**src/rtl/taxi_axil_timeout_pkg.sv**
```systemverilog
// Shared FSM state and AXI response codes for the AXI4-lite watchdog.
// TAXI_AXIL_TIMEOUT_DECERR_EN selects DECERR instead of SLVERR for locally generated errors.
package taxi_axil_timeout_pkg;

  typedef enum logic [2:0] {
    IDLE,
    ISSUE,
    WAIT,
    RESP,
    ORPHAN_RESP,
    ORPHAN
  } state_t;

  localparam logic [1:0] RESP_OKAY   = 2'b00;
  localparam logic [1:0] RESP_SLVERR = 2'b10;
  localparam logic [1:0] RESP_DECERR = 2'b11;

`ifdef TAXI_AXIL_TIMEOUT_DECERR_EN
  localparam logic [1:0] RESP_ERR = RESP_DECERR;
`else
  localparam logic [1:0] RESP_ERR = RESP_SLVERR;
`endif

endpackage

```
**src/rtl/taxi_axil_if.sv**
```systemverilog
// AXI4-lite bundle with separate write/read modports for slave and master sides.
interface taxi_axil_if #(
  parameter int ADDR_W = 32,
  parameter int DATA_W = 32,
  parameter int STRB_W = DATA_W / 8
) ();
  logic [ADDR_W-1:0] awaddr;
  logic [2:0]        awprot;
  logic              awvalid;
  logic              awready;
  logic [DATA_W-1:0] wdata;
  logic [STRB_W-1:0] wstrb;
  logic              wvalid;
  logic              wready;
  logic [1:0]        bresp;
  logic              bvalid;
  logic              bready;
  logic [ADDR_W-1:0] araddr;
  logic [2:0]        arprot;
  logic              arvalid;
  logic              arready;
  logic [DATA_W-1:0] rdata;
  logic [1:0]        rresp;
  logic              rvalid;
  logic              rready;

  modport wr_slv (input awaddr, awprot, awvalid, wdata, wstrb, wvalid, bready,
                  output awready, wready, bresp, bvalid);
  modport wr_mst (output awaddr, awprot, awvalid, wdata, wstrb, wvalid, bready,
                  input awready, wready, bresp, bvalid);
  modport rd_slv (input araddr, arprot, arvalid, rready,
                  output arready, rdata, rresp, rvalid);
  modport rd_mst (output araddr, arprot, arvalid, rready,
                  input arready, rdata, rresp, rvalid);
endinterface

```
**src/rtl/taxi_axil_timeout_rd.sv**
```systemverilog
// Read-path watchdog: forwards one AR, errors out upstream with RD_ERR_DATA if R does not arrive in time.
// Late R responses are swallowed; reads arriving while orphaned are answered locally.
module taxi_axil_timeout_rd
  import taxi_axil_timeout_pkg::*;
#(
  parameter int          TIMEOUT     = 4096,
  parameter logic [63:0] RD_ERR_DATA = 64'd0
) (
  input  logic        clk,
  input  logic        rst,
  taxi_axil_if.rd_slv s,
  taxi_axil_if.rd_mst m,
  output logic        stat_timeout
);
  localparam int AW = s.ADDR_W;
  localparam int DW = s.DATA_W;
  localparam int CW = $clog2(TIMEOUT + 1);
  localparam logic [DW-1:0] ERR_DATA = RD_ERR_DATA[DW-1:0];

  state_t        state, state_n;
  logic [CW-1:0] cnt, cnt_n;
  logic          arv, arv_n, rv, rv_n, late, late_n, stat, stat_n;
  logic [1:0]    rresp, rresp_n;
  logic [DW-1:0] rdata, rdata_n;
  logic [AW-1:0] araddr;
  logic [2:0]    arprot;
  logic          ar_hs, r_hs, tmo;

  always_comb begin
    s.arready = !rst && (state == IDLE || (state == ORPHAN && !rv));
    ar_hs    = s.arvalid && s.arready;
    m.rready = !rst && (state == WAIT || ((state == ORPHAN_RESP || state == ORPHAN) && !late));
    r_hs     = m.rvalid && m.rready;
    tmo      = (cnt == CW'(TIMEOUT - 1));

    state_n = state;
    cnt_n   = cnt;
    arv_n   = arv && !m.arready;
    rv_n    = rv;
    rresp_n = rresp;
    rdata_n = rdata;
    late_n  = late;
    stat_n  = 1'b0;

    case (state)
      IDLE: if (ar_hs) begin
        state_n = ISSUE;
        cnt_n   = '0;
        arv_n   = 1'b1;
      end
      ISSUE, WAIT: begin
        cnt_n = (cnt == '1) ? cnt : cnt + 1'b1;
        if (r_hs) begin
          rv_n    = 1'b1;
          rresp_n = m.rresp;
          rdata_n = m.rdata;
          state_n = RESP;
        end else if (tmo) begin
          rv_n    = 1'b1;
          rresp_n = RESP_ERR;
          rdata_n = ERR_DATA;
          stat_n  = 1'b1;
          state_n = ORPHAN_RESP;
        end else if (state == ISSUE && !arv_n) begin
          state_n = WAIT;
        end
      end
      RESP: if (s.rready) begin
        rv_n    = 1'b0;
        state_n = IDLE;
      end
      ORPHAN_RESP: begin
        late_n = late | r_hs;
        if (s.rready) begin
          rv_n    = 1'b0;
          state_n = ORPHAN;
        end
      end
      ORPHAN: begin
        late_n = late | r_hs;
        if (rv) begin
          if (s.rready) rv_n = 1'b0;
        end else if (ar_hs) begin
          rv_n    = 1'b1;
          rresp_n = RESP_ERR;
          rdata_n = ERR_DATA;
        end else if (late_n && !arv_n) begin
          late_n  = 1'b0;
          state_n = IDLE;
        end
      end
      default: state_n = IDLE;
    endcase
  end

  always_ff @(posedge clk) begin
    if (rst) begin
      state <= IDLE;
      cnt   <= '0;
      arv   <= 1'b0;
      rv    <= 1'b0;
      rresp <= RESP_OKAY;
      rdata <= '0;
      late  <= 1'b0;
      stat  <= 1'b0;
    end else begin
      state <= state_n;
      cnt   <= cnt_n;
      arv   <= arv_n;
      rv    <= rv_n;
      rresp <= rresp_n;
      rdata <= rdata_n;
      late  <= late_n;
      stat  <= stat_n;
    end
  end

  always_ff @(posedge clk) begin
    if (ar_hs && state == IDLE) begin
      araddr <= s.araddr;
      arprot <= s.arprot;
    end
  end

  assign m.araddr     = araddr;
  assign m.arprot     = arprot;
  assign m.arvalid    = arv;
  assign s.rvalid     = rv;
  assign s.rresp      = rresp;
  assign s.rdata      = rdata;
  assign stat_timeout = stat;
endmodule

```
**src/rtl/taxi_axil_timeout_wr.sv**
```systemverilog
// Write-path watchdog: forwards one AW/W pair, errors out upstream if B does not arrive in time.
// Late B responses are swallowed; pairs arriving while orphaned are answered locally.
module taxi_axil_timeout_wr
  import taxi_axil_timeout_pkg::*;
#(
  parameter int TIMEOUT = 4096
) (
  input  logic        clk,
  input  logic        rst,
  taxi_axil_if.wr_slv s,
  taxi_axil_if.wr_mst m,
  output logic        stat_timeout
);
  localparam int AW = s.ADDR_W;
  localparam int DW = s.DATA_W;
  localparam int SW = s.STRB_W;
  localparam int CW = $clog2(TIMEOUT + 1);

  state_t          state, state_n;
  logic [CW-1:0]   cnt, cnt_n;
  logic            aw_cap, aw_cap_n, w_cap, w_cap_n;
  logic            awv, awv_n, wv, wv_n, bv, bv_n, late, late_n, stat, stat_n;
  logic [1:0]      bresp, bresp_n;
  logic [AW-1:0]   awaddr;
  logic [2:0]      awprot;
  logic [DW-1:0]   wdata;
  logic [SW-1:0]   wstrb;
  logic            accept, aw_hs, w_hs, b_hs, both, tmo;

  always_comb begin
    accept   = !rst && (state == IDLE || (state == ORPHAN && !bv));
    s.awready = accept && !aw_cap;
    s.wready  = accept && !w_cap;
    aw_hs    = s.awvalid && s.awready;
    w_hs     = s.wvalid && s.wready;
    m.bready = !rst && (state == WAIT || ((state == ORPHAN_RESP || state == ORPHAN) && !late));
    b_hs     = m.bvalid && m.bready;
    tmo      = (cnt == CW'(TIMEOUT - 1));

    state_n  = state;
    cnt_n    = cnt;
    aw_cap_n = aw_cap | aw_hs;
    w_cap_n  = w_cap | w_hs;
    awv_n    = awv && !m.awready;
    wv_n     = wv && !m.wready;
    bv_n     = bv;
    bresp_n  = bresp;
    late_n   = late;
    stat_n   = 1'b0;
    both     = aw_cap_n && w_cap_n;

    case (state)
      IDLE: if (both) begin
        state_n  = ISSUE;
        cnt_n    = '0;
        awv_n    = 1'b1;
        wv_n     = 1'b1;
        aw_cap_n = 1'b0;
        w_cap_n  = 1'b0;
      end
      ISSUE, WAIT: begin
        cnt_n = (cnt == '1) ? cnt : cnt + 1'b1;
        // A response completing on the timeout cycle takes priority over the error.
        if (b_hs) begin
          bv_n    = 1'b1;
          bresp_n = m.bresp;
          state_n = RESP;
        end else if (tmo) begin
          bv_n    = 1'b1;
          bresp_n = RESP_ERR;
          stat_n  = 1'b1;
          state_n = ORPHAN_RESP;
        end else if (state == ISSUE && !awv_n && !wv_n) begin
          state_n = WAIT;
        end
      end
      RESP: if (s.bready) begin
        bv_n    = 1'b0;
        state_n = IDLE;
      end
      ORPHAN_RESP: begin
        late_n = late | b_hs;
        if (s.bready) begin
          bv_n    = 1'b0;
          state_n = ORPHAN;
        end
      end
      ORPHAN: begin
        late_n = late | b_hs;
        if (bv) begin
          if (s.bready) bv_n = 1'b0;
        end else if (both) begin
          bv_n     = 1'b1;
          bresp_n  = RESP_ERR;
          aw_cap_n = 1'b0;
          w_cap_n  = 1'b0;
        end else if (late_n && !aw_cap_n && !w_cap_n && !awv_n && !wv_n) begin
          late_n  = 1'b0;
          state_n = IDLE;
        end
      end
      default: state_n = IDLE;
    endcase
  end

  always_ff @(posedge clk) begin
    if (rst) begin
      state  <= IDLE;
      cnt    <= '0;
      aw_cap <= 1'b0;
      w_cap  <= 1'b0;
      awv    <= 1'b0;
      wv     <= 1'b0;
      bv     <= 1'b0;
      bresp  <= RESP_OKAY;
      late   <= 1'b0;
      stat   <= 1'b0;
    end else begin
      state  <= state_n;
      cnt    <= cnt_n;
      aw_cap <= aw_cap_n;
      w_cap  <= w_cap_n;
      awv    <= awv_n;
      wv     <= wv_n;
      bv     <= bv_n;
      bresp  <= bresp_n;
      late   <= late_n;
      stat   <= stat_n;
    end
  end

  // Payload only loads in IDLE so a pending orphaned request is never disturbed.
  always_ff @(posedge clk) begin
    if (aw_hs && state == IDLE) begin
      awaddr <= s.awaddr;
      awprot <= s.awprot;
    end
    if (w_hs && state == IDLE) begin
      wdata <= s.wdata;
      wstrb <= s.wstrb;
    end
  end

  assign m.awaddr     = awaddr;
  assign m.awprot     = awprot;
  assign m.awvalid    = awv;
  assign m.wdata      = wdata;
  assign m.wstrb      = wstrb;
  assign m.wvalid     = wv;
  assign s.bvalid     = bv;
  assign s.bresp      = bresp;
  assign stat_timeout = stat;
endmodule

```
**src/rtl/taxi_axil_timeout.sv**
```systemverilog
// AXI4-lite transaction watchdog guarding a slave that may hang; independent write and read paths.
// TAXI_AXIL_TIMEOUT_DECERR_EN switches locally generated error responses from SLVERR to DECERR.
module taxi_axil_timeout #(
  parameter int          TIMEOUT     = 4096,
  parameter logic [63:0] RD_ERR_DATA = 64'd0
) (
  input  logic        clk,
  input  logic        rst,
  taxi_axil_if.wr_slv s_axil_wr,
  taxi_axil_if.rd_slv s_axil_rd,
  taxi_axil_if.wr_mst m_axil_wr,
  taxi_axil_if.rd_mst m_axil_rd,
  output logic        stat_wr_timeout,
  output logic        stat_rd_timeout
);
  taxi_axil_timeout_wr #(
    .TIMEOUT (TIMEOUT)
  ) u_wr (
    .clk          (clk),
    .rst          (rst),
    .s            (s_axil_wr),
    .m            (m_axil_wr),
    .stat_timeout (stat_wr_timeout)
  );

  taxi_axil_timeout_rd #(
    .TIMEOUT     (TIMEOUT),
    .RD_ERR_DATA (RD_ERR_DATA)
  ) u_rd (
    .clk          (clk),
    .rst          (rst),
    .s            (s_axil_rd),
    .m            (m_axil_rd),
    .stat_timeout (stat_rd_timeout)
  );
endmodule
```
**src/flat_wrapper.sv**
```systemverilog
// flat-port wrapper written by rule: the top's interface ports become plain ports
module taxi_axil_timeout_flat 
#(
  parameter int          TIMEOUT     = 4096,
  parameter logic [63:0] RD_ERR_DATA = 64'd0
)
  (clk, rst, stat_wr_timeout, stat_rd_timeout, s_axil_wr_awaddr, s_axil_wr_awprot, s_axil_wr_awvalid, s_axil_wr_wdata, s_axil_wr_wstrb, s_axil_wr_wvalid, s_axil_wr_bready, s_axil_wr_awready, s_axil_wr_wready, s_axil_wr_bresp, s_axil_wr_bvalid, s_axil_rd_araddr, s_axil_rd_arprot, s_axil_rd_arvalid, s_axil_rd_rready, s_axil_rd_arready, s_axil_rd_rdata, s_axil_rd_rresp, s_axil_rd_rvalid, m_axil_wr_awaddr, m_axil_wr_awprot, m_axil_wr_awvalid, m_axil_wr_wdata, m_axil_wr_wstrb, m_axil_wr_wvalid, m_axil_wr_bready, m_axil_wr_awready, m_axil_wr_wready, m_axil_wr_bresp, m_axil_wr_bvalid, m_axil_rd_araddr, m_axil_rd_arprot, m_axil_rd_arvalid, m_axil_rd_rready, m_axil_rd_arready, m_axil_rd_rdata, m_axil_rd_rresp, m_axil_rd_rvalid);
  taxi_axil_if s_axil_wr_i ();
  taxi_axil_if s_axil_rd_i ();
  taxi_axil_if m_axil_wr_i ();
  taxi_axil_if m_axil_rd_i ();
  input  logic clk;
  input  logic rst;
  output logic stat_wr_timeout;
  output logic stat_rd_timeout;
  input wire logic [$bits(s_axil_wr_i.awaddr)-1:0] s_axil_wr_awaddr;
  input wire logic [$bits(s_axil_wr_i.awprot)-1:0] s_axil_wr_awprot;
  input wire logic [$bits(s_axil_wr_i.awvalid)-1:0] s_axil_wr_awvalid;
  input wire logic [$bits(s_axil_wr_i.wdata)-1:0] s_axil_wr_wdata;
  input wire logic [$bits(s_axil_wr_i.wstrb)-1:0] s_axil_wr_wstrb;
  input wire logic [$bits(s_axil_wr_i.wvalid)-1:0] s_axil_wr_wvalid;
  input wire logic [$bits(s_axil_wr_i.bready)-1:0] s_axil_wr_bready;
  output wire logic [$bits(s_axil_wr_i.awready)-1:0] s_axil_wr_awready;
  output wire logic [$bits(s_axil_wr_i.wready)-1:0] s_axil_wr_wready;
  output wire logic [$bits(s_axil_wr_i.bresp)-1:0] s_axil_wr_bresp;
  output wire logic [$bits(s_axil_wr_i.bvalid)-1:0] s_axil_wr_bvalid;
  input wire logic [$bits(s_axil_rd_i.araddr)-1:0] s_axil_rd_araddr;
  input wire logic [$bits(s_axil_rd_i.arprot)-1:0] s_axil_rd_arprot;
  input wire logic [$bits(s_axil_rd_i.arvalid)-1:0] s_axil_rd_arvalid;
  input wire logic [$bits(s_axil_rd_i.rready)-1:0] s_axil_rd_rready;
  output wire logic [$bits(s_axil_rd_i.arready)-1:0] s_axil_rd_arready;
  output wire logic [$bits(s_axil_rd_i.rdata)-1:0] s_axil_rd_rdata;
  output wire logic [$bits(s_axil_rd_i.rresp)-1:0] s_axil_rd_rresp;
  output wire logic [$bits(s_axil_rd_i.rvalid)-1:0] s_axil_rd_rvalid;
  output wire logic [$bits(m_axil_wr_i.awaddr)-1:0] m_axil_wr_awaddr;
  output wire logic [$bits(m_axil_wr_i.awprot)-1:0] m_axil_wr_awprot;
  output wire logic [$bits(m_axil_wr_i.awvalid)-1:0] m_axil_wr_awvalid;
  output wire logic [$bits(m_axil_wr_i.wdata)-1:0] m_axil_wr_wdata;
  output wire logic [$bits(m_axil_wr_i.wstrb)-1:0] m_axil_wr_wstrb;
  output wire logic [$bits(m_axil_wr_i.wvalid)-1:0] m_axil_wr_wvalid;
  output wire logic [$bits(m_axil_wr_i.bready)-1:0] m_axil_wr_bready;
  input wire logic [$bits(m_axil_wr_i.awready)-1:0] m_axil_wr_awready;
  input wire logic [$bits(m_axil_wr_i.wready)-1:0] m_axil_wr_wready;
  input wire logic [$bits(m_axil_wr_i.bresp)-1:0] m_axil_wr_bresp;
  input wire logic [$bits(m_axil_wr_i.bvalid)-1:0] m_axil_wr_bvalid;
  output wire logic [$bits(m_axil_rd_i.araddr)-1:0] m_axil_rd_araddr;
  output wire logic [$bits(m_axil_rd_i.arprot)-1:0] m_axil_rd_arprot;
  output wire logic [$bits(m_axil_rd_i.arvalid)-1:0] m_axil_rd_arvalid;
  output wire logic [$bits(m_axil_rd_i.rready)-1:0] m_axil_rd_rready;
  input wire logic [$bits(m_axil_rd_i.arready)-1:0] m_axil_rd_arready;
  input wire logic [$bits(m_axil_rd_i.rdata)-1:0] m_axil_rd_rdata;
  input wire logic [$bits(m_axil_rd_i.rresp)-1:0] m_axil_rd_rresp;
  input wire logic [$bits(m_axil_rd_i.rvalid)-1:0] m_axil_rd_rvalid;
  assign s_axil_wr_i.awaddr = s_axil_wr_awaddr;
  assign s_axil_wr_i.awprot = s_axil_wr_awprot;
  assign s_axil_wr_i.awvalid = s_axil_wr_awvalid;
  assign s_axil_wr_i.wdata = s_axil_wr_wdata;
  assign s_axil_wr_i.wstrb = s_axil_wr_wstrb;
  assign s_axil_wr_i.wvalid = s_axil_wr_wvalid;
  assign s_axil_wr_i.bready = s_axil_wr_bready;
  assign s_axil_wr_awready = s_axil_wr_i.awready;
  assign s_axil_wr_wready = s_axil_wr_i.wready;
  assign s_axil_wr_bresp = s_axil_wr_i.bresp;
  assign s_axil_wr_bvalid = s_axil_wr_i.bvalid;
  assign s_axil_rd_i.araddr = s_axil_rd_araddr;
  assign s_axil_rd_i.arprot = s_axil_rd_arprot;
  assign s_axil_rd_i.arvalid = s_axil_rd_arvalid;
  assign s_axil_rd_i.rready = s_axil_rd_rready;
  assign s_axil_rd_arready = s_axil_rd_i.arready;
  assign s_axil_rd_rdata = s_axil_rd_i.rdata;
  assign s_axil_rd_rresp = s_axil_rd_i.rresp;
  assign s_axil_rd_rvalid = s_axil_rd_i.rvalid;
  assign m_axil_wr_awaddr = m_axil_wr_i.awaddr;
  assign m_axil_wr_awprot = m_axil_wr_i.awprot;
  assign m_axil_wr_awvalid = m_axil_wr_i.awvalid;
  assign m_axil_wr_wdata = m_axil_wr_i.wdata;
  assign m_axil_wr_wstrb = m_axil_wr_i.wstrb;
  assign m_axil_wr_wvalid = m_axil_wr_i.wvalid;
  assign m_axil_wr_bready = m_axil_wr_i.bready;
  assign m_axil_wr_i.awready = m_axil_wr_awready;
  assign m_axil_wr_i.wready = m_axil_wr_wready;
  assign m_axil_wr_i.bresp = m_axil_wr_bresp;
  assign m_axil_wr_i.bvalid = m_axil_wr_bvalid;
  assign m_axil_rd_araddr = m_axil_rd_i.araddr;
  assign m_axil_rd_arprot = m_axil_rd_i.arprot;
  assign m_axil_rd_arvalid = m_axil_rd_i.arvalid;
  assign m_axil_rd_rready = m_axil_rd_i.rready;
  assign m_axil_rd_i.arready = m_axil_rd_arready;
  assign m_axil_rd_i.rdata = m_axil_rd_rdata;
  assign m_axil_rd_i.rresp = m_axil_rd_rresp;
  assign m_axil_rd_i.rvalid = m_axil_rd_rvalid;
  taxi_axil_timeout #(.TIMEOUT(TIMEOUT), .RD_ERR_DATA(RD_ERR_DATA)) u_core (.clk(clk), .rst(rst), .s_axil_wr(s_axil_wr_i), .s_axil_rd(s_axil_rd_i), .m_axil_wr(m_axil_wr_i), .m_axil_rd(m_axil_rd_i), .stat_wr_timeout(stat_wr_timeout), .stat_rd_timeout(stat_rd_timeout));
endmodule
```
**config.mk**
```make
export PLATFORM = sky130hd
export DESIGN_NAME = taxi_axil_timeout_flat
export DESIGN_NICKNAME = d
export VERILOG_FILES = /design/src/rtl/taxi_axil_timeout_pkg.sv /design/src/rtl/taxi_axil_if.sv /design/src/rtl/taxi_axil_timeout_rd.sv /design/src/rtl/taxi_axil_timeout_wr.sv /design/src/rtl/taxi_axil_timeout.sv /design/src/flat_wrapper.sv
export SDC_FILE = /design/constraint.sdc
export NUM_CORES = 1
export LEC_CHECK = 0
export ABC_AREA = 1
export BUFFER_PORTS_ARGS = -buffer_cell sky130_fd_sc_hd__buf_4
export CAP_MARGIN = 0
export CORE_MARGIN = 5
export CORE_UTILIZATION = 45
export CTS_BUF_LIST = sky130_fd_sc_hd__clkbuf_4 sky130_fd_sc_hd__clkbuf_8 sky130_fd_sc_hd__clkbuf_16
export CTS_CLUSTER_DIAMETER = 30
export DETAILED_ROUTE_END_ITERATION = 10
export GPL_TIMING_DRIVEN = 1
export PLACE_DENSITY = 0.84
export SYNTH_ARGS = -nofsm -noshare
export SYNTH_HDL_FRONTEND = slang
export SYNTH_SLANG_ARGS = --single-unit
export TNS_END_PERCENT = 30
```
**constraint.sdc**
```tcl
create_clock -name clk -period 8.5 [get_ports clk]
set_clock_uncertainty 0.2 [all_clocks]
set_input_delay 1.7 -clock clk [delete_from_list [all_inputs] [get_ports clk]]
set_output_delay 1.7 -clock clk [all_outputs]
set_load 0.05 [all_outputs]
```
After elaboration in Yosys (flattened, before gate mapping)

Index checks and enable logic that the tools add are counted.
W data, S select, Z words.

Input port bits: 154
Bits in registers: 185
Output and inout port bits: 154

Equal/unequal tests: 36
Bitwise gates (word level): 6
Reduce and logical (&&, ||, !) cells: 75
$add $sub $neg: 2
Mux-type cells: 77

Operators with widths:

| kind                    | count |
|---|---|
| $mux W32                | 4 |
| $pmux W32 S2            | 1 |
| $mux W3                 | 18 |
| $mux W13                | 4 |
| $pmux W13 S2            | 2 |
| $logic_and A1 B1 Y1     | 30 |
| $mux W1                 | 30 |
| $pmux W3 S5             | 2 |
| $ne A2 B2 Y1 const B    | 14 |
| $add A13 B1 Y13 const B | 2 |
| $eq A13 B12 Y1 const B  | 2 |
| $eq A13 B13 Y1 const B  | 2 |
| $mux W2                 | 8 |
| $logic_not A1 Y1        | 15 |
| $reduce_and A7 Y1       | 2 |
| $eq A3 B2 Y1 const B    | 4 |
| $eq A3 B3 Y1 const B    | 4 |
| $reduce_and A3 Y1       | 4 |
| $reduce_bool A2 Y1      | 6 |
| $ne A2 B1 Y1 const B    | 4 |
| $ne A4 B4 Y1 const B    | 2 |
| $pmux W1 S2             | 4 |
| $pmux W2 S2             | 2 |
| $reduce_and A4 Y1       | 2 |
| other kinds (10)        | 28 |

Longest topological paths before layout

Gate-level depths: netlist of run 1.

Depth after elaboration: 16
Depth in mapped cells: 14

Modules after synthesis

Synthesis of run 1 repeated with hierarchy kept, for this count alone.

Cells, all modules: 698
Area total of the unflattened synthesis: 7254.5 µm²

By module, submodules not included:

| module               | cells each | seq. area each (µm²) | times used | area an instance (µm²) |
|---|---|---|---|---|
| taxi_axil_timeout_wr | 308        | 2632.5               | 1          | 3699.8 |
| taxi_axil_timeout_rd | 390        | 2132.0               | 1          | 3554.7 |

Worst setup path before layout of run 1

OpenSTA, ideal clock, no wires.

Path type: input to register
Start: in rst
End: reg u_core.u_rd.araddr[0] (netlist: u_core.u_rd.m.araddr[0]) (enable)
Slack: 3.763 ns
Library setup time: 0.429 ns
Cell stages on the path: 4
Path buffers: 1
Data required time: 7.871 ns
Arrival: 4.108 ns
Cells stage by stage: clkbuf_1 -> nor2_2 -> nand2_1 -> nor2_1

Word-level cells in the longest chain between the ends: 4

RTL lines:

| element                     | line                        | source |
|---|---|---|
| start: declaration          | flat_wrapper.sv:13          | `input logic rst;` |
| $logic_not A1 Y1            | taxi_axil_timeout_rd.sv:30  | `s.arready = !rst && (state == IDLE \|\| (state == ORPHAN && !rv));` |
| $logic_and A1 B1 Y1         | taxi_axil_timeout_rd.sv:30  |  |
| named net s_axil_rd_arready | flat_wrapper.sv:31          | `output wire logic [$bits(s_axil_rd_i.arready)-1:0] s_axil_rd_arready;` |
| $logic_and A1 B1 Y1         | taxi_axil_timeout_rd.sv:31  | `ar_hs = s.arvalid && s.arready;` |
| $logic_and A1 B1 Y1         | taxi_axil_timeout_rd.sv:119 | `if (ar_hs && state == IDLE) begin` |
| end signal: assignment      | taxi_axil_timeout_rd.sv:120 | `araddr <= s.araddr;` |
| end: declaration            | taxi_axil_timeout_rd.sv:25  | `logic [AW-1:0] araddr;` |

The timed path passes the listed nets, and every way through them passes these cells.
A chain may end at the register's enable or synchronous reset.

Final worst setup path of run 1

Start: in rst
End: out s_axil_wr_wready

Word-level cells in the longest chain between the ends: 3

RTL lines:

| element             | line                       | source |
|---|---|---|
| $logic_not A1 Y1    | taxi_axil_timeout_wr.sv:31 | `accept = !rst && (state == IDLE \|\| (state == ORPHAN && !bv));` |
| $logic_and A1 B1 Y1 | taxi_axil_timeout_wr.sv:31 |  |
| $logic_and A1 B1 Y1 | taxi_axil_timeout_wr.sv:33 | `s.wready = accept && !w_cap;` |
| end: declaration    | flat_wrapper.sv:24         | `output wire logic [$bits(s_axil_wr_i.wready)-1:0] s_axil_wr_wready;` |

No other way between the ends.

==> results.tsv, run 1 <==
metric	value	unit
outcome	completed	
drt-wirelength-per-cell	16.3	um
crit_family	buffers and inverters	
clk_transition_reported_paths	70	ps
syn_inst	696	
grt_pass1_vias	5811	
yosysMostFrequentCell	nand2_1	
final_core_util	0.653	
required	6600	ps
cpMaxStageDelayCell	inv_1	
port_buffers	307	
tns	0	ps
yosysTopAreaCell	edfxtp_1	
synth_edf_count	106	
start_util	0.455	
synth_cell_types	40	
cts_tree	done	
antenna_found_initial	0	
rsz0062_at_grt	no	
total_power	2.93	mW
yosysSeqAreaShare	0.666	
vdd_drop_max	0.149	mV
diodes	0	
wirelength	20200	um
period_share	0.620	
ys_ff_latch	185	
fin_area	0.0103	mm^2
layout.cells.non_filler	1233	
cp_slowest_stage_delay	550	ps
core	0.0157	mm^2
finalCriticalPeriod	5270	ps
synth_ff_type	edfxtp_1	
h-tree-depth	4	
io_pins	308	
die_area	0.0185	mm^2
grt_max_degree	66	
layout.nets	1160	
grt-ovfl-total	0	
cts_resized	0	
pre_cts_ws	3200	ps
clock.fmax	190	MHz
multiInputGateArea	0.00210	mm^2
synthTopCellsByArea	edfxtp_1 45%, dfxtp_1 22%, nand2_1 9.4%	
die_h	136	um
synth_fp_nets	852	
yosysWarnings	0	
critPathMaxFanout	65	
finalMaxSlewViolations	0	
critPathCaptureType	output pin	
dp_cells	1201	
cp_common_cell	buf_4	
ys_async_sr_fraction	0	
cts_buffers	17	
crit_arrival	3370	ps
insertion_delay	420	ps
crit_type	in -> out	
drt_first_pass_iters	5	
hold_ws	262	ps
dp_hpwl	15300	um
clk_path_buf_depth	2	
drc	0	
worstSetupStartpointType	primary input	
first_iter_violations	361	
hold_viol	0	
netlist_area	0.00715	mm^2
fin_ws	3230	ps
p_per_area	286	mW/mm^2
postCtsSetupRepairBufs	0	
cp_cell_sequence	buf_4 -> inv_1 -> nand3_4 -> nor2_1 -> buf_4	
cts_sinks	185	
yosys-top-cells-count	179 x nand2_1, 106 x edfxtp_1, 79 x a21oi_1, 79 x dfxtp_1, 60 x nor2_1	
seq_area	0.00476	mm^2
setup_viol	0	
n_fill_cell	1234	
syn_to_final_growth	43.5	%
path_buf_inv	3	
vias	6090	
via_per_inst	4.94	
cts_hold_buf	0	
synth_top_area_share	0.445	
grt.total_usage	0.210	
avgSynthCellArea	10.3	um^2
place_area	0.00965	mm^2
hold_path_class	reg -> reg	
p_leak	4.23	nW
maxCapViolCount	0	
tightestPinTransition	867	ps
ant_nets	0	
die_x	136	um
slew_headroom	0.420	
drive_gt1_frac	0.366	
grt_pass1_wl	30400	um
place_congestion	0.895	
rows	46	
root_buffer	clkbuf_16	
cells in the final DEF (no fill, tap or decap), types with 3 or more instances in the layout:
cell type / n
a21oi_1: 79
buf_4: 311
bufinv_16: 3
clkbuf_16: 17
dfxtp_1: 79
edfxtp_1: 106
inv_1: 42
inv_2: 6
inv_6: 5
nand2_1: 179
nand2_2: 4
nand3_1: 42
nand4_1: 4
nor2_1: 59
nor2_2: 5
nor3_1: 9
o21ai_0: 14
o21ai_1: 4
or2_2: 5
xnor2_1: 3
xor2_1: 8
routing by layer:
| layer | global-route usage | wire length (um) | vias to the layer above | share of wire |
|---|---|---|---|---|
| met5 | 0 | 0 | - | 0 |
| met4 | 0.0694 | 307 | 0 | 0.015 |
| met3 | 0.0577 | 1610 | 24 | 0.080 |
| met2 | 0.367 | 10600 | 236 | 0.53 |
| met1 | 0.251 | 7650 | 2862 | 0.38 |
| li1 | - | - | 2968 | - |
report_power, final:
part	leakage (nW)	total, mW	switching, mW	internal, mW
logic	2.33	0.994	0.718	0.276
clock network	0.294	0.814	0.345	0.469
registers	1.61	1.13	0.0567	1.07
total	4.23	2.93	1.12	1.81
path summary, 6_finish.rpt:
| path | slack (ps) | cells after the start | from | end |
|---|---|---|---|---|
| max | 3230 | 5 | rst | s_axil_wr_wready |
| min | 260 | 2 | u_core.u_rd.s.rdata[15] | u_core.u_rd.s.rdata[15] |
| max reg2reg | 5950 | 9 | u_core.u_rd.state[1] | u_core.u_rd.s.rresp[1] |
| min reg2reg | 260 | 2 | u_core.u_rd.s.rdata[15] | u_core.u_rd.s.rdata[15] |
state kept, by name, indices dropped and copies added, names as in the netlist, 2 cells and up:
register and count:
u_core.u_wr.m.wdata 32, u_core.u_rd.m.arprot 3, u_core.u_wr.s.bresp 2, u_core.u_wr.cnt 13, u_core.u_rd.state 3, u_core.u_rd.s.rdata 32, u_core.u_rd.s.rresp 2, u_core.u_wr.state 3
u_core.u_wr.m.wstrb 4, u_core.u_wr.m.awaddr 32, u_core.u_wr.m.awprot 3, u_core.u_rd.cnt 13, u_core.u_rd.m.araddr 32
area by class of cell:
class	instances	area share
timing repair buffer	311	0.227
multi-input combinational	440	0.204
tap	216	0.0263
inverter	49	0.0180
sequential	185	0.464
clock inverter	15	0.0180
clock buffer	17	0.0414
cell families after synthesis:
kind of cell | Yosys count | share of synthesized area
XOR/XNOR | 11 | 0.0135
AND/OR/NAND/NOR | 318 | 0.191
buffers and inverters | 71 | 0.0408
adder cells (fa/ha/maj) | 2 | 0.00350
AO/OA/AOI/OAI | 109 | 0.0847
flip-flops | 185 | 0.666
worst reg2reg max path: cells and delay by family (launching register included):
family	cells	cell delay [ps]
flops	1	440
simple gates	5	610
compound gates	2	880
buf+inv	2	290
Power figures use the tool's default switching activity.
==> run 2, diff against run 1 <==
==> constraint.sdc (replaced) <==
create_clock -name clk -period 5.3 [get_ports clk]
set_clock_uncertainty 0.2 [all_clocks]
set_input_delay 1.06 -clock clk [delete_from_list [all_inputs] [get_ports clk]]
set_output_delay 1.06 -clock clk [all_outputs]
set_load 0.05 [all_outputs]
==> results.tsv, run 2 (synthesis gave the netlist of run 1 again) <==
metric	value	unit
outcome	completed	
clk_path_buf_depth	2	
die_h	136	um
dp_hpwl	15300	um
cts_buffers	17	
n_fill_cell	1306	
grt-ovfl-total	0	
finalCriticalPeriod	4020	ps
rows	46	
hold_depth	2	
rrSetupSlack	2590	ps
finalMaxSlewViolations	0	
mostFrequentLayoutCells	311 x buf_4, 179 x nand2_1, 106 x edfxtp_1	
tns	0	ps
p_per_area	453	mW/mm^2
holdPathEnd	u_core.u_rd.s.rdata[0]	
critPathCaptureType	output pin	
cpMaxStageDelayCell	inv_1	
postCtsSetupRepairBufs	0	
first_iter_violations	385	
start_util	0.455	
p_leak	4.21	nW
fin_area	0.0102	mm^2
critPathMaxFanout	65	
via_per_inst	4.88	
diodes	0	
setup_viol	0	
rsz0062_at_grt	no	
cp_common_cell	buf_4	
path_buf_inv	3	
grt_pass1_vias	5841	
worstSetupStartpointType	primary input	
clock.fmax	249	MHz
cts_tree	done	
r2r-end	u_core.u_rd.s.rdata[2]	
drc	0	
reg2reg_depth	7	
core	0.0157	mm^2
cp_slowest_stage_delay	560	ps
die_area	0.0185	mm^2
root_buffer	clkbuf_16	
vias	6016	
antenna_found_initial	0	
crit_family	buffers and inverters	
vdd_drop_max	0.353	mV
h-tree-depth	4	
ant_nets	0	
required	4040	ps
worstReg2RegStart	u_core.u_rd.state[2]	
clk_transition_reported_paths	70	ps
syn_to_final_growth	42.9	%
insertion_delay	420	ps
final_common_cell	buf_4	
wirelength	20600	um
hold_path_class	reg -> reg	
place_congestion	0.889	
crit_arrival	2760	ps
place_area	0.00965	mm^2
worstHoldStart	u_core.u_rd.s.rdata[0]	
layout.nets	1160	
cts_hold_buf	0	
crit_type	in -> out	
port_buffers	307	
io_pins	308	
grt_max_degree	66	
slew_headroom	0.355	
tightestPinTransition	966	ps
drt_first_pass_iters	4	
die_x	136	um
cts_sinks	185	
maxCapViolCount	0	
period_share	0.758	
drt-wirelength-per-cell	16.7	um
cp_cell_sequence	buf_4 -> inv_1 -> nand3_4 -> nor2_1 -> buf_4	
drive_gt1_frac	0.367	
grt.total_usage	0.215	
cts_resized	0	
grt_pass1_wl	30600	um
hold_viol	0	
-- run 2: cell count changes in the layout (fill, tap and decap cells not counted) --
cell and change:
clkinvlp_2 -1, inv_6 -3, clkinvlp_4 +2, clkinv_4 +2, bufinv_16 -2, clkinv_1 -1, inv_8 +1, clkinv_2 +2
-- run 2: worst max-delay path by stage --
stage	endpoint	slack, ps	start	cells after the start
finish	s_axil_wr_wready	1280	rst	5
global route	s_axil_wr_wready	1150	rst	5
CTS	s_axil_wr_wready	1260	rst	5
detailed placement	u_core.u_rd.s.rdata[2]	1180	rst	7
global placement	s_axil_wr_wready	1280	rst	5
floorplan	u_core.u_rd.m.araddr[0]	1200	rst	4
-- run 2: area by class of cell --
| class | instances | area, um^2 | share of cell area |
|---|---|---|---|
| clock buffers | 17 | 425 | 0.0416 |
| clock inverters | 15 | 144 | 0.0141 |
| inverters | 49 | 185 | 0.0181 |
| multi-input cells | 440 | 2100 | 0.205 |
| flip-flops and latches | 185 | 4760 | 0.466 |
| well taps | 216 | 270 | 0.0264 |
| repair buffers | 311 | 2330 | 0.228 |
-- run 2: stage by stage --
step | util | setup WS [ps] | hold WS, ps | total power [mW] | cells
3_3_place_gp | 0.614 | 1280 | 249 | 3.41 | 1201
4_1_cts | 0.651 | 1260 | 266 | 4.66 | 1233
6_report | 0.651 | 1280 | 261 | 4.63 | 1233
3_5_place_dp | 0.614 | 1180 | 253 | 3.44 | 1201
5_1_grt | 0.651 | 1150 | 280 | 4.87 | 1233
2_1_floorplan | - | 1200 | 258 | 2.98 | 696
-- run 2: worst register-to-register path: stages (launching register included) --
cell     delay [ps]
dfxtp_1         490
nand2_1          90
o21ai_1         170
nand3_1         300
nor2_2          860
buf_4           330
nand2_1          60
a21oi_1         140
-- run 2: where the power goes --
| group | internal [mW] | switching (mW) |
|---|---|---|
| clock | 0.658 | 0.564 |
| sequential | 1.72 | 0.0912 |
| combinational | 0.442 | 1.16 |
| total | 2.82 | 1.82 |
-- run 2: routing by layer --
layer / up-vias / share of wire / GRT usage
li1: 2961 / - / -
met1: 2818 / 0.38 / 0.256
met2: 217 / 0.52 / 0.376
met3: 20 / 0.079 / 0.0625
met4: 0 / 0.013 / 0.0633
met5: - / 0 / 0
==> run 3, diff against run 2 <==
--- a/config.mk
+++ b/config.mk
@@ -9,7 +9,7 @@
 export BUFFER_PORTS_ARGS = -buffer_cell sky130_fd_sc_hd__buf_4
 export CAP_MARGIN = 0
 export CORE_MARGIN = 5
-export CORE_UTILIZATION = 45
+export CORE_UTILIZATION = 43
 export CTS_BUF_LIST = sky130_fd_sc_hd__clkbuf_4 sky130_fd_sc_hd__clkbuf_8 sky130_fd_sc_hd__clkbuf_16
 export CTS_CLUSTER_DIAMETER = 30
 export DETAILED_ROUTE_END_ITERATION = 10
==> constraint.sdc (replaced) <==
create_clock -name clk -period 3.5 [get_ports clk]
set_clock_uncertainty 0.2 [all_clocks]
set_input_delay 0.7 -clock clk [delete_from_list [all_inputs] [get_ports clk]]
set_output_delay 0.7 -clock clk [all_outputs]
set_load 0.05 [all_outputs]
==> results.tsv, run 3 (synthesis gave the netlist of run 1 again) <==
metric	value	unit
die_x	139	um
cts_sinks	185	
postCtsSetupRepairBufs	0	
die_area	0.0193	mm^2
crit_arrival	1810	ps
required	2600	ps
outcome	completed	
critPathCaptureType	output pin	
final_common_cell	buf_4	
place_congestion	0.922	
tns	0	ps
clk_transition_reported_paths	70	ps
core	0.0165	mm^2
tightestPinTransition	898	ps
p_leak	4.22	nW
slew_headroom	0.399	
period_share	0.774	
rsz0062_at_grt	no	
syn_to_final_growth	43.1	%
rows	47	
clk_path_buf_depth	2	
cts_tree	done	
hold_path_class	in -> reg	
h-tree-depth	4	
hold_viol	0	
die_h	139	um
cts_buffers	17	
start_util	0.434	
dp_cells	1207	
n_fill_cell	1378	
total_power	7.00	mW
antenna_found_initial	0	
root_buffer	clkbuf_16	
finalMaxSlewViolations	0	
grt_max_degree	65	
p_per_area	684	mW/mm^2
clock.fmax	369	MHz
wirelength	20100	um
setup_viol	0	
drt-wirelength-per-cell	16.2	um
cts_resized	0	
grt_pass1_wl	31300	um
drc	0	
port_buffers	307	
grt_pass1_vias	5736	
grt.total_usage	0.203	
layout.cells.non_filler	1239	
worstSetupStartpointType	register	
cts_hold_buf	0	
io_pins	308	
maxCapViolCount	0	
drive_gt1_frac	0.369	
first_iter_violations	249	
finalCriticalPeriod	2710	ps
grt-ovfl-total	0	
diodes	0	
insertion_delay	420	ps
hold_ws	241	ps
crit_type	reg -> out	
ant_nets	0	
vias	6010	
layout.nets	1162	
mostFrequentLayoutCells	313 x buf_4, 179 x nand2_1, 106 x edfxtp_1	
drt_first_pass_iters	5	
vdd_drop_max	0.458	mV
via_per_inst	4.85	
dp_hpwl	15300	um
critPathMaxFanout	5	
## run 3: changes by cell type in the layout (fill, tap and decap cells not counted), sizes merged
| cell | delta |
|---|---|
| bufinv | -1 |
| clkinv | -4 |
| inv | +4 |
| clkinvlp | -1 |
| clkbuf | +2 |
| buf | +2 |
## run 3: worst max-delay path, stage by stage, from the launching register on
cell and delay (ps):
dfxtp_1 370, nor2_2 260, nand2_2 120, nand2_2 100, nand3_4 100, nor2_1 190
buf_4 240
## run 3: where the power goes
group | switching [mW] | total (mW) | internal, mW
Combinational | 1.76 | 2.43 | 0.672
Clock | 0.872 | 1.83 | 0.960
Sequential | 0.139 | 2.74 | 2.60
Total | 2.77 | 7.00 | 4.23
## run 3: final timing paths
kind                                             start                       to  slack (ps)  cells past startpoint
worst max-delay path              u_core.u_wr.state[0]         s_axil_wr_wready         790                      6
worst min-delay path               s_axil_wr_awaddr[7]  u_core.u_wr.m.awaddr[7]         240                      1
worst max register to register    u_core.u_rd.state[1]   u_core.u_rd.s.rresp[1]         980                      9
worst min register to register  u_core.u_rd.s.rdata[3]   u_core.u_rd.s.rdata[3]         260                      2
## run 3: layout make-up
type / count / area [um^2] / area share
inverters: 49 / 185 / 0.0181
well taps: 220 / 275 / 0.0269
multi-input cells: 440 / 2100 / 0.205
clock buffers: 19 / 440 / 0.0430
flip-flops and latches: 185 / 4760 / 0.465
repair buffers: 313 / 2350 / 0.230
clock inverters: 13 / 124 / 0.0121
## run 3: per-stage QoR
step | utilization | worst slack (ps) | cell area, um^2
after floorplan | - | 346 | 7150
after global placement | 0.587 | 872 | 9670
after detailed placement | 0.587 | 816 | 9670
after CTS | 0.622 | 736 | 10200
after global routing | 0.622 | 657 | 10200
final | 0.622 | 791 | 10200
## run 3: layer usage
metal | vias to the layer above | track usage | share of wire | wire (um)
li1 | 2966 | - | - | -
met1 | 2789 | 0.250 | 0.41 | 8250
met2 | 236 | 0.352 | 0.51 | 10200
met3 | 19 | 0.0541 | 0.069 | 1390
met4 | 0 | 0.0597 | 0.013 | 263
met5 | - | 0 | 0 | 0
